--- config.mk ---
export PLATFORM = sky130hd
export DESIGN_NAME = multi_edge_detect
export DESIGN_NICKNAME = d
export VERILOG_FILES = /design/src/rtl/multi_edge_detect.sv
export SDC_FILE = /design/constraint.sdc
export NUM_CORES = 1
export LEC_CHECK = 0
export CAP_MARGIN = 30
export CORE_ASPECT_RATIO = 1.25
export CORE_MARGIN = 2
export CORE_UTILIZATION = 46
export DETAILED_ROUTE_END_ITERATION = 7
export PLACE_DENSITY = 0.79
export SETUP_SLACK_MARGIN = 0.02
export SYNTH_ARGS = -nofsm -noshare
export SYNTH_HDL_FRONTEND = slang
export SYNTH_SLANG_ARGS = --single-unit
export TNS_END_PERCENT = 10
--- constraint.sdc ---
create_clock -name clk -period 3.07 [get_ports clk]
set_clock_uncertainty 0.05 [all_clocks]
set_input_delay 0.307 -clock clk [delete_from_list [all_inputs] [get_ports clk]]
set_output_delay 0.307 -clock clk [all_outputs]
set_load 0.02 [all_outputs]
--- src/rtl/multi_edge_detect.sv ---
`default_nettype none
// ============================================================================
// Module   : multi_edge_detect
// Purpose  : Per-channel synchroniser + glitch filter + edge pulses, feeding
//            sticky pending flags, a maskable irq and a saturating event count.
// Revision : 1.0
// ============================================================================
module multi_edge_detect #(
  parameter int WIDTH       = 8,
  parameter int SYNC_STAGES = 2,
  parameter int FILTER_CNT  = 3,
  parameter int CNT_W       = 8
) (
  input  logic             clk,
  input  logic             rst_n,
  input  logic [WIDTH-1:0] din,
  input  logic [1:0]       edge_sel,
  input  logic [WIDTH-1:0] irq_en,
  input  logic [WIDTH-1:0] evt_clr,
  input  logic             cnt_clr,
  output logic [WIDTH-1:0] rise,
  output logic [WIDTH-1:0] fall,
  output logic [WIDTH-1:0] evt_pend,
  output logic             irq,
  output logic [CNT_W-1:0] evt_cnt
);

  localparam int c_fc_w = (FILTER_CNT > 0) ? $clog2(FILTER_CNT + 1) : 1;

  logic [WIDTH-1:0] r_sync [SYNC_STAGES];
  logic [WIDTH-1:0] w_s;
  logic [WIDTH-1:0] w_f;
  logic [WIDTH-1:0] r_f_d;
  logic [WIDTH-1:0] r_rise;
  logic [WIDTH-1:0] r_fall;
  logic [WIDTH-1:0] r_pend;
  logic             r_irq;
  logic [CNT_W-1:0] r_cnt;
  logic [WIDTH-1:0] w_sel;
  logic [CNT_W:0]   w_pop;
  logic [CNT_W:0]   w_sum;

  always_ff @(posedge clk or negedge rst_n) begin
    if (!rst_n) begin
      for (int k = 0; k < SYNC_STAGES; k++) r_sync[k] <= '0;
    end else begin
      r_sync[0] <= din;
      for (int k = 1; k < SYNC_STAGES; k++) r_sync[k] <= r_sync[k-1];
    end
  end

  assign w_s = r_sync[SYNC_STAGES-1];

  generate
    if (FILTER_CNT == 0) begin : g_nofilt
      assign w_f = w_s;
    end else begin : g_filt
      logic [c_fc_w-1:0] r_fcnt [WIDTH];
      logic [WIDTH-1:0]  r_flt;

      // Level is accepted on the sample that makes the mismatch run FILTER_CNT long
      always_ff @(posedge clk or negedge rst_n) begin
        if (!rst_n) begin
          r_flt <= '0;
          for (int i = 0; i < WIDTH; i++) r_fcnt[i] <= '0;
        end else begin
          for (int i = 0; i < WIDTH; i++) begin
            if (w_s[i] == r_flt[i]) begin
              r_fcnt[i] <= '0;
            end else if (r_fcnt[i] == c_fc_w'(FILTER_CNT - 1)) begin
              r_flt[i]  <= w_s[i];
              r_fcnt[i] <= '0;
            end else begin
              r_fcnt[i] <= r_fcnt[i] + 1'b1;
            end
          end
        end
      end

      assign w_f = r_flt;
    end
  endgenerate

  assign w_sel = ({WIDTH{edge_sel[0]}} & r_rise) | ({WIDTH{edge_sel[1]}} & r_fall);

  always_comb begin
    w_pop = '0;
    for (int i = 0; i < WIDTH; i++) w_pop = w_pop + (CNT_W + 1)'(w_sel[i]);
  end

  assign w_sum = (cnt_clr ? '0 : {1'b0, r_cnt}) + w_pop;

  always_ff @(posedge clk or negedge rst_n) begin
    if (!rst_n) begin
      r_f_d  <= '0;
      r_rise <= '0;
      r_fall <= '0;
      r_pend <= '0;
      r_irq  <= 1'b0;
      r_cnt  <= '0;
    end else begin
      r_f_d  <= w_f;
      r_rise <= w_f & ~r_f_d;
      r_fall <= ~w_f & r_f_d;
      // A new selected edge outranks a clear in the same cycle
      r_pend <= (r_pend & ~evt_clr) | w_sel;
      r_irq  <= |(r_pend & irq_en);
      r_cnt  <= w_sum[CNT_W] ? {CNT_W{1'b1}} : w_sum[CNT_W-1:0];
    end
  end

  assign rise     = r_rise;
  assign fall     = r_fall;
  assign evt_pend = r_pend;
  assign irq      = r_irq;
  assign evt_cnt  = r_cnt;

endmodule
`default_nettype wire
After elaboration in Yosys (flattened, before gate mapping)
Cells that the tools add are included.
{ "word_totals": {"reg_bits": 81, "latch_bits": 0, "ram_bits": 0, "romBits": 0, "in_bits": 29, "wordCells": 102, "n_memories": 0} }
{ "op_classes": {"add_sub_neg": 16, "multipliers": 0, "div": 0, "order_cmp": 0, "eq_ne": 16, "n_shift": 0, "n_mux": 18, "bitwise": 19, "n_reduce_logical": 9} }
{ "ops": {"columns": ["cell", "count"], "rows": [
  ["8-bit bitwise AND", 6],
  ["2-bit 2-to-1 mux", 16],
  ["8-bit NOT", 3],
  ["2-bit by 1-bit adder with 2-bit output (second input constant)", 8],
  ["2-bit equality test (second input constant)", 8],
  ["8-bit 2-to-1 mux", 2],
  ["8-bit bitwise OR", 2],
  ["2-bit AND reduction", 8],
  ["8-bit by 8-bit adder with 9-bit output", 1],
  ["7-bit by 1-bit adder with 8-bit output", 1],
  ["1-bit equality test", 8],
  ["1-bit NOT", 8],
  ["8-bit OR reduction", 1],
  ["6-bit by 1-bit adder with 7-bit output", 1],
  ["5-bit by 1-bit adder with 6-bit output", 1],
  ["4-bit by 1-bit adder with 5-bit output", 1],
  ["3-bit by 1-bit adder with 4-bit output", 1],
  ["2-bit by 1-bit adder with 3-bit output", 1],
  ["1-bit by 1-bit adder with 2-bit output", 1]
]} }

Depth between registers and ports, before layout
Gate-level depths: netlist of run 1.
{ "logic_depth": {"word_depth": 11, "depth_mapped": 14} }

Worst setup path before layout of run 1
No wires, ideal clock.
{ "synth_path": {"path_kind": "input-to-reg", "from": "input port edge_sel[0]", "to": "register r_cnt[6] (netlist: evt_cnt[6])", "setup_ns": 0.094, "t_arrival_ns": 3.540, "required_time_ns": 2.926, "path_slack_ns": -0.614, "path_stages": 14, "path_buffers": 1, "path_cell_list": "clkbuf_1 > a22oi_1 > fa_1 > inv_1 > fa_1 > inv_1 > fa_1 > fa_1 > inv_1 > fa_1 > nand3_1 > a21oi_1 > nor2_1 > a211oi_1"} }
{ "synth_between": {"elab_chain_len": 11} }
{ "synth_rtl": {"columns": ["item", "line", "text"], "rows": [
  ["start: declaration", "17", "input logic [1:0] edge_sel,"],
  ["8-bit bitwise AND *", "84", "assign w_sel = ({WIDTH{edge_sel[0]}} & r_rise) | ({WIDTH{edge_sel[1]}} & r_fall);"],
  ["8-bit bitwise OR *", "84", null],
  ["1-bit by 1-bit adder with 2-bit output", "88", "for (int i = 0; i < WIDTH; i++) w_pop = w_pop + (CNT_W + 1)'(w_sel[i]);"],
  ["2-bit by 1-bit adder with 3-bit output", "88", null],
  ["3-bit by 1-bit adder with 4-bit output", "88", null],
  ["4-bit by 1-bit adder with 5-bit output", "88", null],
  ["5-bit by 1-bit adder with 6-bit output", "88", null],
  ["6-bit by 1-bit adder with 7-bit output", "88", null],
  ["7-bit by 1-bit adder with 8-bit output *", "88", null],
  ["8-bit by 8-bit adder with 9-bit output *", "91", "assign w_sum = (cnt_clr ? '0 : {1'b0, r_cnt}) + w_pop;"],
  ["8-bit 2-to-1 mux *", "108", "r_cnt <= w_sum[CNT_W] ? {CNT_W{1'b1}} : w_sum[CNT_W-1:0];"],
  ["end signal: assignment", "108", null],
  ["end: declaration", "38", "logic [CNT_W-1:0] r_cnt;"]
]} }
Every way passes the cells marked *; elsewhere a longest branch is shown, timed or not.
A chain may end at the register's enable or synchronous reset.

Worst setup path in the final report of run 1
{ "layout_path": {"from": "register r_rise[1] (netlist: rise[1])", "to": "register r_cnt[6] (netlist: evt_cnt[6])"} }
{ "layout_between": {"elab_chain_len": 11} }
{ "layout_rtl": {"columns": ["item", "line", "text"], "rows": [
  ["start: declaration", "34", "logic [WIDTH-1:0] r_rise;"],
  ["start signal: assignment", "103", "r_rise <= w_f & ~r_f_d;"],
  ["8-bit bitwise AND", "84", null],
  ["8-bit bitwise OR", "84", null],
  ["1-bit by 1-bit adder with 2-bit output", "88", null],
  ["2-bit by 1-bit adder with 3-bit output", "88", null],
  ["3-bit by 1-bit adder with 4-bit output", "88", null],
  ["4-bit by 1-bit adder with 5-bit output", "88", null],
  ["5-bit by 1-bit adder with 6-bit output", "88", null],
  ["6-bit by 1-bit adder with 7-bit output", "88", null],
  ["7-bit by 1-bit adder with 8-bit output", "88", null],
  ["8-bit by 8-bit adder with 9-bit output", "91", null],
  ["8-bit 2-to-1 mux", "108", null]
]} }
No other way between the ends.

==> results of run 1 <==
-- state kept, by name (all words and copies together), names as in the netlist --
name	cells
g_filt.r_flt	8
evt_cnt	8
evt_pend	8
rise	8
r_f_d	8
irq	1
r_sync	8
fall	8
w_s	8
g_filt.r_fcnt	16
-- critical path, stage by stage, from the launching register on --
cell      delay (ns)
dfrtp_2         0.44
a22oi_2         0.20
fa_1            0.44
inv_1           0.08
fa_1            0.41
inv_1           0.08
fa_2            0.44
fa_2            0.38
inv_2           0.07
fa_2            0.21
nand3_2         0.09
a21oi_2         0.18
buf_4           0.14
a211oi_2        0.06
-- cell type report --
cell class | instances | share of cell area
flip-flops and latches | 81 | 0.480
multi-input cells | 125 | 0.236
repair buffers | 89 | 0.198
clock buffers | 10 | 0.0324
well taps | 87 | 0.0257
clock inverters | 6 | 0.0174
inverters | 13 | 0.0115
-- Yosys cell counts (2+ instances only) --
library cell,number
mux2_2,9
nor2b_1,25
a22oi_1,11
fa_1,5
nor3b_1,8
ha_1,6
dfrtp_1,81
inv_1,13
nand2_1,7
clkbuf_1,2
nand2b_1,7
nor3_1,9
a21oi_1,2
o21a_1,4
nor2_1,3
o21ai_0,8
xnor2_1,9
-- logic make-up after synthesis --
logic type | Yosys count
AOI/OAI and AO/OA | 31
xor gates and xnor gates | 9
adders and majority gates | 11
buffers and inverters | 16
DFF | 81
muxes | 10
and+or+nand+nor | 64
-- path summary, 6_finish.rpt --
path	depth (start not counted)	to
min reg2reg	0	w_s[0]
max in group asynchronous	3	rise[0]
max reg2reg	13	evt_cnt[6]
max	13	evt_cnt[6]
min in group clk	0	w_s[0]
min	2	g_filt.r_fcnt[12]
-- where the power goes --
group	switching (mW)	total [mW]	internal, mW
combinational	0.875	1.93	1.06
sequential	0.291	1.77	1.48
clock	0.391	0.799	0.407
total	1.56	4.50	2.95
-- layer usage --
metal / global-route usage / vias to the layer above / share of wire
met2: 0.279 / 60 / 0.52
met4: 0.100 / 0 / 0.024
met5: 0 / - / 0
met3: 0.0488 / 10 / 0.055
li1: - / 954 / -
met1: 0.216 / 992 / 0.40
-- timing repair --
action,in CTS,in global routing
resized for setup,5,2
endpoints found under the hold margin,0,76
hold buffers,0,1
pin swaps,9,0
setup endpoints to repair,8,8
setup buffers,4,0
==> flow_summary.yaml, run 1 <==
timing:
  fin_worst_hold_slack_ns: 0.238
  slew_violations: 0
  fin_tns_setup_ns: -1.94
  timing_worst_slew_pin_value_ns: 0.370
  final.setup.worst_slack_ns: -0.319
  finalSetupViolations: 8
  maxClockFrequency_mhz: 295
  min_period_ns: 3.39
  timing.slew.headroom: 0.753
  report.final.hold_viol_count: 0
  final_period_util: 1.10
  rsz0062_at_grt: "yes"
die:
  die_width_um: 76.8
  dieHeight_um: 95.0
  core_region_area_mm2: 0.00648
  io_pins: 62
  die_area_mm2: 0.00729
  floorplan.initialDensity: 0.470
  core.rowCount: 33
cells_and_area:
  multi_input_area_um2: 1000
  syn_to_final_growth_pct: 39.2
  final_cell_count_no_fill: 411
  n_fill_cell: 483
  area_taken_by_flip_flops_and_latches_mm2: 0.00203
  layout.cells.most_common: "dfrtp_1"
  layout-drive-gt1-share: 0.222
  fin_util: 0.654
  finish.net_count: 359
  layout.cell_area.non_filler_mm2: 0.00424
  insertedDiodeCount: 0
  most-common-layout-cells: "dfrtp_1 (75), clkdlybuf4s50_1 (58), buf_4 (27)"
synthesis:
  yosys.area_share.xor_xnor: 0.0259
  ys_seq_area_frac: 0.665
  netlist_instances: 222
  largest_family_of_logic_cells_by_synthesized_area: "simple AND/OR/NAND/NOR gates"
  asyncSetResetFlopFracSynth: 1.00
  cell_area_after_technology_mapping_mm2: 0.00305
  synth.area.top_cells: "dfrtp_1 (67%), nor2b_1 (5.1%), mux2_2 (3.3%), fa_1 (3.3%), a22oi_1 (2.7%)"
  postSynthNetCount: 262
  netlist.area_leader.share: 0.665
  synth_edf_count: 0
  synth_mux_area_frac: 0.0366
  synth.distinct_cells: 30
  synth-main-ff-cell: "dfrtp_1"
  post_synth_and_or_nand_nor_area_fraction: 0.125
  synth.largest_area_cell: "dfrtp_1"
  synth_seq_cells: 81
  synth-adder-area-share: 0.0575
  avgSynthCellArea_um2: 13.7
  yosys_warnings: 0
  synth_compound_area_frac: 0.0698
clock_tree:
  num_clock_sinks: 81
  cts_tree: "built"
  clk-insertion-delay-late_ns: 0.35
  worst_setup_hold_path_clk_slew_ns: 0.09
  cts_inserted_buffers: 9
  ctsHtreeMaxLevel: 3
  ctsLongestPathBuffers: 2
  clock_tree.root_cell: "clkbuf_8"
worst_setup_path:
  worst_reg2reg_path_startpoint: "rise[1]"
  arrival_ns: 3.57
  timing.critical_path.from: "rise[1]"
  worst-path-max-fanout: 3
  startpoint_class: "flip-flop"
  crit_end_element: "flip-flop"
  critPathRequiredTime_ns: 3.25
  setup.worst_path.class: "flip-flop to flip-flop"
  ff2ff_setup_slack_ns: -0.32
status:
  run_status: "complete, but fails checks"
  violations: "negative setup slack"
route:
  drt_drc_violations_left: 0
  dr.first_iter.drc_count: 112
  routed-via-count: 2016
  final_antenna_net_count: 0
  avgViaCountPerCell: 4.91
  wl_per_cell_um: 14.0
  drt_pre_antenna_iters: 4
  postRouteWirelength_mm: 5.74
global_routing:
  grt_start_max_net_pins: 82
  grt_use_total: 0.175
  number_of_antenna_violations_at_the_first_check_in_global_routing: 0
  global_route.overflow_total: 0
  grt_pass1_vias: 2080
  grt_first_pass_wirelength_mm: 9.59
power_and_ir_drop:
  power_density_mw_per_mm2: 1060
  static-leakage-power_nw: 1.89
  vdd_ir_drop_max_uv: 452
  report.power.total_mw: 4.50
place:
  numPlacedInstances: 389
  place_congestion: 0.792
  sum_of_net_half_perimeters_after_detailed_placement_mm: 4.21
  placement.cell_area_mm2: 0.00395
  port_buffers: 61
  dp_slack_ns: -0.936
job:
  maxCapViolCount: 0
hold_path:
  worstHoldPathType: "input port to asynchronous set/reset pin"
Power figures use the tool's default switching activity.
==> inputs of run 2 (changes only) <==
Settings changed: SETUP_SLACK_MARGIN 0.02 to 0.5.
==> results of run 2 <==
Final layout, timing and power as in run 1 (identical DEF).
